[src/rtl/crc_pkg.sv]
// rtl/crc_pkg.sv - shared FSM state type and standard CRC constants
package crc_pkg;

  typedef enum logic [2:0] {
    ST_IDLE,
    ST_INIT,
    ST_FETCH,
    ST_WAIT,
    ST_PROCESS,
    ST_FINAL,
    ST_DONE
  } state_t;

  localparam logic [7:0]  CRC8_POLY           = 8'h07;
  localparam logic [7:0]  CRC8_XOR_OUT        = 8'h00;
  localparam logic [15:0] CRC16_CCITT_POLY    = 16'h1021;
  localparam logic [15:0] CRC16_CCITT_XOR_OUT = 16'h0000;
  localparam logic [31:0] CRC32_POLY          = 32'h04C11DB7;
  localparam logic [31:0] CRC32_XOR_OUT       = 32'hFFFFFFFF;

endpackage

[src/rtl/crc_byte_step.sv]
// rtl/crc_byte_step.sv - one-byte MSB-first CRC division step
module crc_byte_step #(
  parameter int              CRC_W      = 16,
  parameter logic [CRC_W-1:0] POLY      = 16'h1021,
  parameter bit              REFLECT_IN = 1'b0
) (
  input  logic [CRC_W-1:0] crc,
  input  logic [7:0]       data_byte,
  output logic [CRC_W-1:0] next_crc
);

  logic [7:0]       b;
  logic [CRC_W-1:0] c;
  logic             fb;

  always_comb begin
    b  = data_byte;
    c  = crc;
    fb = 1'b0;
    if (REFLECT_IN) begin
      for (int i = 0; i < 8; i++) b[i] = data_byte[7-i];
    end
    for (int i = 7; i >= 0; i--) begin
      fb = c[CRC_W-1] ^ b[i];
      c  = {c[CRC_W-2:0], 1'b0};
      if (fb) c = c ^ POLY;
    end
    next_crc = c;
  end

endmodule

[src/rtl/crc_stream_engine.sv]
// rtl/crc_stream_engine.sv - fetches a byte stream from word memory and computes its CRC
import crc_pkg::*;

module crc_stream_engine #(
  parameter int               CRC_W       = 16,
  parameter logic [CRC_W-1:0] POLY        = 16'h1021,
  parameter int               DATA_W      = 32,
  parameter int               ADDR_W      = 8,
  parameter int               LEN_W       = 16,
  parameter bit               REFLECT_IN  = 1'b0,
  parameter bit               REFLECT_OUT = 1'b0,
  parameter logic [CRC_W-1:0] XOR_OUT     = '0
) (
  input  logic              clk,
  input  logic              rst,
  input  logic              start,
  input  logic              abort,
  input  logic [CRC_W-1:0]  seed,
  input  logic [LEN_W-1:0]  length,
  input  logic [ADDR_W-1:0] base_addr,
  output logic              mem_rd,
  output logic [ADDR_W-1:0] mem_addr,
  input  logic [DATA_W-1:0] mem_rdata,
  input  logic              mem_rvalid,
  output logic              busy,
  output logic              done,
  output logic [CRC_W-1:0]  crc,
  output logic [LEN_W-1:0]  byte_count,
  output logic [15:0]       cycle_count
);

  localparam int BYTES  = DATA_W / 8;
  localparam int LANE_W = (BYTES > 1) ? $clog2(BYTES) : 1;

  state_t            state, state_nx;
  logic [CRC_W-1:0]  crc_reg, crc_step, crc_final;
  logic [LEN_W-1:0]  len_q, byte_count_inc;
  logic [ADDR_W-1:0] base_q, word_idx;
  logic [DATA_W-1:0] word_q;
  logic [LANE_W-1:0] lane;
  logic              last_lane, last_byte;

  function automatic logic [CRC_W-1:0] reflect_crc(input logic [CRC_W-1:0] v);
    logic [CRC_W-1:0] r;
    for (int i = 0; i < CRC_W; i++) r[i] = v[CRC_W-1-i];
    return r;
  endfunction

  crc_byte_step #(
    .CRC_W      (CRC_W),
    .POLY       (POLY),
    .REFLECT_IN (REFLECT_IN)
  ) u_step (
    .crc       (crc_reg),
    .data_byte (word_q[DATA_W-1 -: 8]),
    .next_crc  (crc_step)
  );

  assign byte_count_inc = byte_count + LEN_W'(1);
  assign last_byte      = (byte_count_inc == len_q);
  assign last_lane      = (lane == LANE_W'(BYTES - 1));
  assign crc_final      = (REFLECT_OUT ? reflect_crc(crc_reg) : crc_reg) ^ XOR_OUT;

  assign busy     = (state != ST_IDLE) && (state != ST_DONE);
  assign done     = (state == ST_DONE);
  assign mem_rd   = (state == ST_FETCH);
  assign mem_addr = base_q + word_idx;

  always_ff @(posedge clk) begin
    if (rst) state <= ST_IDLE;
    else     state <= state_nx;
  end

  always_comb begin
    state_nx = state;
    case (state)
      ST_IDLE:    if (start) state_nx = ST_INIT;
      // decide on the length being latched this cycle
      ST_INIT:    state_nx = (length == '0) ? ST_FINAL : ST_FETCH;
      ST_FETCH:   state_nx = ST_WAIT;
      ST_WAIT:    if (mem_rvalid) state_nx = ST_PROCESS;
      ST_PROCESS: begin
        if (last_byte)      state_nx = ST_FINAL;
        else if (last_lane) state_nx = ST_FETCH;
      end
      ST_FINAL:   state_nx = ST_DONE;
      ST_DONE:    if (!start) state_nx = ST_IDLE;
      default:    state_nx = ST_IDLE;
    endcase
    if (abort && busy) state_nx = ST_IDLE;
  end

  always_ff @(posedge clk) begin
    if (rst) begin
      crc_reg     <= '0;
      crc         <= '0;
      len_q       <= '0;
      base_q      <= '0;
      word_idx    <= '0;
      word_q      <= '0;
      lane        <= '0;
      byte_count  <= '0;
      cycle_count <= '0;
    end else if (!(abort && busy)) begin
      if (state != ST_IDLE && cycle_count != 16'hFFFF) cycle_count <= cycle_count + 16'd1;
      case (state)
        ST_INIT: begin
          crc_reg     <= seed;
          len_q       <= length;
          base_q      <= base_addr;
          word_idx    <= '0;
          byte_count  <= '0;
          cycle_count <= '0;
        end
        ST_WAIT: if (mem_rvalid) begin
          word_q <= mem_rdata;
          lane   <= '0;
        end
        ST_PROCESS: begin
          crc_reg    <= crc_step;
          byte_count <= byte_count_inc;
          word_q     <= word_q << 8;
          lane       <= lane + LANE_W'(1);
          if (last_lane) word_idx <= word_idx + ADDR_W'(1);
        end
        ST_FINAL: crc <= crc_final;
        default: ;
      endcase
    end
  end

endmodule

[config.mk]
export PLATFORM = sky130hd
export DESIGN_NAME = crc_stream_engine
export DESIGN_NICKNAME = d
export VERILOG_FILES = /design/src/rtl/crc_pkg.sv /design/src/rtl/crc_byte_step.sv /design/src/rtl/crc_stream_engine.sv
export SDC_FILE = /design/constraint.sdc
export NUM_CORES = 1
export LEC_CHECK = 0
export ABC_AREA = 1
export BUFFER_PORTS_ARGS = -buffer_cell sky130_fd_sc_hd__buf_2
export CAP_MARGIN = 10
export CORE_MARGIN = 2
export CORE_UTILIZATION = 60
export DETAILED_ROUTE_END_ITERATION = 6
export PLACE_DENSITY = 0.86
export SLEW_MARGIN = 20
export SYNTH_ARGS = -nofsm -noshare
export SYNTH_HDL_FRONTEND = slang
export SYNTH_HIERARCHICAL = 1
export SYNTH_SLANG_ARGS = --single-unit
[constraint.sdc]
create_clock -name clk -period 5.2 [get_ports clk]
set_clock_uncertainty 0.15 [all_clocks]
set_input_delay 1.04 -clock clk [delete_from_list [all_inputs] [get_ports clk]]
set_output_delay 1.04 -clock clk [all_outputs]
set_load 0.05 [all_outputs]
Yosys cells after proc, flatten, opt, wreduce, memory -nomap -nowiden
Index checks and enable logic that the tools add are counted.
{"block": "word_totals", "reg_bits": 133, "latchBits": 0, "mem_bits_rw": 0, "rom_bits": 0, "out_inout_bits": 59, "wordCells": 89, "memories": 0}
{"block": "op_classes", "addsub": 5, "multipliers": 0, "div": 0, "order_cmp": 0, "n_eq_ne": 15, "shift": 0, "muxes": 25, "bitwise_logic": 17, "reduce_logical": 17}
{"operator": "$mux 13", "count": 8}
{"operator": "$pmux 16 s2", "count": 2}
{"operator": "$pmux 32 s2", "count": 1}
{"operator": "$add 16x1->16 const B", "count": 2}
{"operator": "$mux 16", "count": 2}
{"operator": "$mux 32", "count": 1}
{"operator": "$not 3->3", "count": 8}
{"operator": "$pmux 3 s7", "count": 1}
{"operator": "$mux 3", "count": 6}
{"operator": "$eq 16x16->1", "count": 1}
{"operator": "$logic_not 16->1", "count": 1}
{"operator": "$ne 16x16->1 const B", "count": 1}
{"operator": "$pmux 8 s2", "count": 1}
{"operator": "$eq 3x3->1 const B", "count": 3}
{"operator": "$add 8x1->8 const B", "count": 1}
{"operator": "$add 8x8->8", "count": 1}
{"operator": "$mux 8", "count": 1}
{"operator": "$ne 2x2->1 const B", "count": 4}
{"operator": "$reduce_and 2->1", "count": 4}
{"operator": "$xor 1x1->1", "count": 8}
{"operator": "$eq 3x2->1 const B", "count": 2}
{"operator": "$ne 3x3->1 const B", "count": 2}
{"operator": "$reduce_and 3->1", "count": 2}
{"operator": "$reduce_bool 2->1", "count": 3}
{"operator": "11 further kinds", "count": 13}

Logic depth before layout (Yosys ltp)
{"block": "logic_depth", "word_depth": 17, "depth_mapped": 16, "ltp_nobuf": 16}

Hierarchy
The synthesis kept the hierarchy.
{"mod": "crc_stream_engine", "instances": 1, "cells_each": 927, "area_each_um2": 6465.0}
{"mod": "crc_byte_step", "instances": 1, "cells_each": 109, "area_each_um2": 478.0}

Worst setup path before layout
No wires, ideal clock.
{"block": "synth_timing", "path_kind": "reg-to-output", "startpoint": "register word_idx[0]", "endpoint": "output port mem_addr[6]", "arrival_time_ns": 2.282, "required_ns": 4.010, "setup_slack_ns": 1.728, "path_stages_with_launch": 8, "path_buffers": 0, "path_cell_list": "dfxtp_1 -> ha_1 -> inv_1 -> fa_1 -> o21ai_0 -> a21oi_1 -> o21ai_0 -> xor2_1"}
{"block": "synth_between", "elab_chain_len": 1}
{"item": "start, declared", "line_no": "crc_stream_engine.sv:38", "rtl": "logic [ADDR_W-1:0] base_q, word_idx;"}
{"item": "start signal, assigned", "line_no": "crc_stream_engine.sv:124", "rtl": "if (last_lane) word_idx <= word_idx + ADDR_W'(1);"}
{"item": "$add 8x8->8", "line_no": "crc_stream_engine.sv:67", "rtl": "assign mem_addr = base_q + word_idx;"}
{"item": "end, declared", "line_no": "crc_stream_engine.sv:22", "rtl": "output logic [ADDR_W-1:0] mem_addr,"}
No other way between the ends.

Worst setup path in the final report
Same ends and word-level chain as after synthesis.

==> impl_metrics.py <==
metrics = {
    "finish": {
        "area_growth_pct": 18.92,
        "top_register": "word_q",
        "final_common_cell": "nand2_1",
        "layout_common_cells": "nand2_1, buf_2, dfxtp_1",
        "final_area_um2": 8257,
        "drive_gt1_frac": 0.1806,
        "largest_reg_flops": 32,
        "nets": 1239,
        "layout.cells.non_filler": 1307,
        "final_core_utilization": 0.7262,
    },
    "pwr": {
        "switching_share": 0.4093,
        "power.share.clock": 0.299,
        "ir_worst_vdd_uv": 344.4,
        "comb_power_share": 0.364,
        "power.internal_w": 0.002401,
        "p_seq_frac": 0.337,
        "p_leak_nw": 3.680,
        "p_switching_w": 0.001664,
        "power_density_nw_per_um2": 492.3,
    },
    "clock_network": {
        "cts_buffers": 17,
        "clockRootBuffer": "clkbuf_16",
        "clk_pin_slew_ps": 60,
        "clock_latency_ps": 430,
        "cts_tree": "built",
        "clk_path_buf_depth": 2,
        "clock_sinks": 133,
        "cts_setup_buffers": 0,
        "cts_resized": 0,
        "holdBufCountCts": 0,
        "htree_levels": 4,
    },
    "floorplan": {
        "ios": 136,
        "start_util": 0.6107,
        "die_h_um": 111.6,
        "dieArea_um2": 12450,
        "die_w_um": 111.6,
        "core.rowCount": 39,
        "fp.coreArea_um2": 11370,
    },
    "sta": {
        "finalSetupViolations": 0,
        "setup_slack_ps": 1505,
        "max_freq_mhz": 270.6,
        "period_minus_slack_ps": 3695,
        "min_period_over_period": 0.7107,
        "final_max_slew_viol_count": 0,
        "worstMarginPinSlew_ps": 839.1,
        "finalHoldViolCount": 0,
        "grt_setup_unrepaired": "no",
        "setup-tns-final_ps": 0,
        "slew_headroom": 0.4406,
    },
    "synthesis": {
        "synthArstFlopShare": 0,
        "synthDistinctLibCells": 36,
        "ys_ff_latch": 133,
        "synth_area_per_cell_um2": 6.702,
        "syn_nets": 1125,
        "synth_ff_type": "dfxtp_1",
        "syn-instance-count": 1036,
        "synth_edf_count": 0,
        "synth_area_um2": 6943,
        "synth_warnings": 6,
        "yosysSeqAreaShare": 0.3835,
    },
    "critical_path": {
        "critPathTopFamily": "adder cells",
        "slowest_stage": "dfxtp_1",
        "r2r_setup_slack_ps": 2320,
        "cp_common_cell": "o21ai_0",
        "cp-start-kind": "flop",
        "cp_num_buf_inv": 2,
        "worstPathRequired_ps": 4010,
        "crit_type": "flop to output port",
        "slowest_delay_ps": 400,
        "arrival_ps": 2510,
        "crit_fanout": 5,
        "crit_path_end_kind": "output port",
        "path_cells": "ha_1, inv_1, fa_1, o21ai_0, a21oi_1, o21ai_0, xor2_1, buf_2",
    },
    "detailed_routing": {
        "wl_per_cell_um": 13.89,
        "postRouteAntennaNets": 0,
        "firstDrtPassIters": 6,
        "vias_per_cell": 5.546,
        "wl_mm": 18.15,
        "via_count": 7248,
        "drc": 0,
        "drtIter0Drc": 539,
    },
    "global_route": {
        "antenna_found_initial": 1,
        "grt_pass1_wl_mm": 30.57,
        "first_global_vias": 6764,
        "grt.total_usage": 0.2972,
        "grt_start_max_net_pins": 60,
        "grt_overflow": 0,
    },
    "placement": {
        "placed_area_um2": 7647,
        "dp_slack_ps": 1933,
        "hpwlAfterDp_mm": 12.25,
        "place_inst": 1274,
        "port_buffers": 135,
        "gp_congestion": 0.9344,
    },
    "outcome": {
        "status": "finished clean",
    },
    "worst_hold_path": {
        "min_path_type": "flop to flop",
    },
    "job": {
        "maxCapViolCount": 0,
    },
}
## routing by layer
layer | vias up | wire length (um) | GRT usage
li1 | 3640 | - | -
met1 | 3286 | 7651 | 0.3631
met2 | 282 | 8688 | 0.5118
met3 | 40 | 1361 | 0.06151
met4 | 0 | 450 | 0.1235
met5 | - | 0 | 0
## area by class of cell
class	count	area (um^2)
antenna	1	2.502
multi-input combinational	771	3770
timing repair buffer	139	705.7
tap	143	178.9
clock buffer	22	484.2
fill	975	3113
inverter	88	330.3
clock inverter	10	122.6
sequential	133	2663
## power by group through the flow
stage                     clock, W  sequential (W)  combinational (W)
after global routing       0.00127         0.00139            0.00167
after detailed placement         0         0.00138            0.00145
after global placement           0         0.00138            0.00142
final                      0.00122         0.00137            0.00148
after CTS                  0.00122         0.00137            0.00147
after floorplan                  0         0.00139            0.00114
## stage by stage
stage	hold slack, ps	power, W
after floorplan	292.6	0.002531
final	314.0	0.004065
after global placement	301.9	0.002799
after CTS	315.1	0.004061
after detailed placement	305.9	0.002836
after global routing	341.6	0.004326
## Yosys cell counts, types with 2 or more instances
cell | instances | share of area
nand2_2 | 16 | 0.014
buf_4 | 3 | 0.0032
nand4_1 | 12 | 0.011
a31oi_1 | 41 | 0.037
a211oi_1 | 3 | 0.0032
nand2_1 | 289 | 0.16
xnor2_1 | 6 | 0.0076
nor4_1 | 8 | 0.0072
nand3_1 | 67 | 0.048
nand2_4 | 3 | 0.0049
nor2_4 | 5 | 0.0081
dfxtp_1 | 133 | 0.38
buf_1 | 3 | 0.0016
nor2_2 | 3 | 0.0027
nor2_1 | 110 | 0.059
a21oi_1 | 63 | 0.045
o21ai_0 | 96 | 0.069
nand3b_1 | 4 | 0.0043
inv_1 | 80 | 0.043
clkbuf_1 | 29 | 0.016
nor3_1 | 6 | 0.0043
nand3_2 | 2 | 0.0029
buf_2 | 9 | 0.0065
ha_1 | 11 | 0.020
xor2_1 | 17 | 0.021
inv_2 | 7 | 0.0038
## worst paths after layout
path | cells after the start | end | startpoint
max | 8 | mem_addr[6] | word_idx[0]
min | 2 | word_q[5] | word_q[5]
min reg2reg | 2 | word_q[5] | word_q[5]
max reg2reg | 9 | lane[0] | state[2]
## worst reg2reg max path: cells and delay by family, from the launching register on
family,cells,cell delay (ps)
AO/OA/AOI/OAI,2,370
buffers and inverters,3,1190
flip-flops,1,500
AND/OR/NAND/NOR,4,580
## cell families (layout without fill, tap and decap cells)
kind of cell,after synthesis,count (layout),share of synthesized area
buffers and inverters,132,259,0.07461
AOI/OAI and AO/OA,206,206,0.1580
xor gates and xnor gates,24,24,0.03280
adders and majority gates,12,12,0.02271
other,0,1,0
and+or+nand+nor,529,529,0.3283
DFF,133,133,0.3835
(Power assumes the default switching activity.)
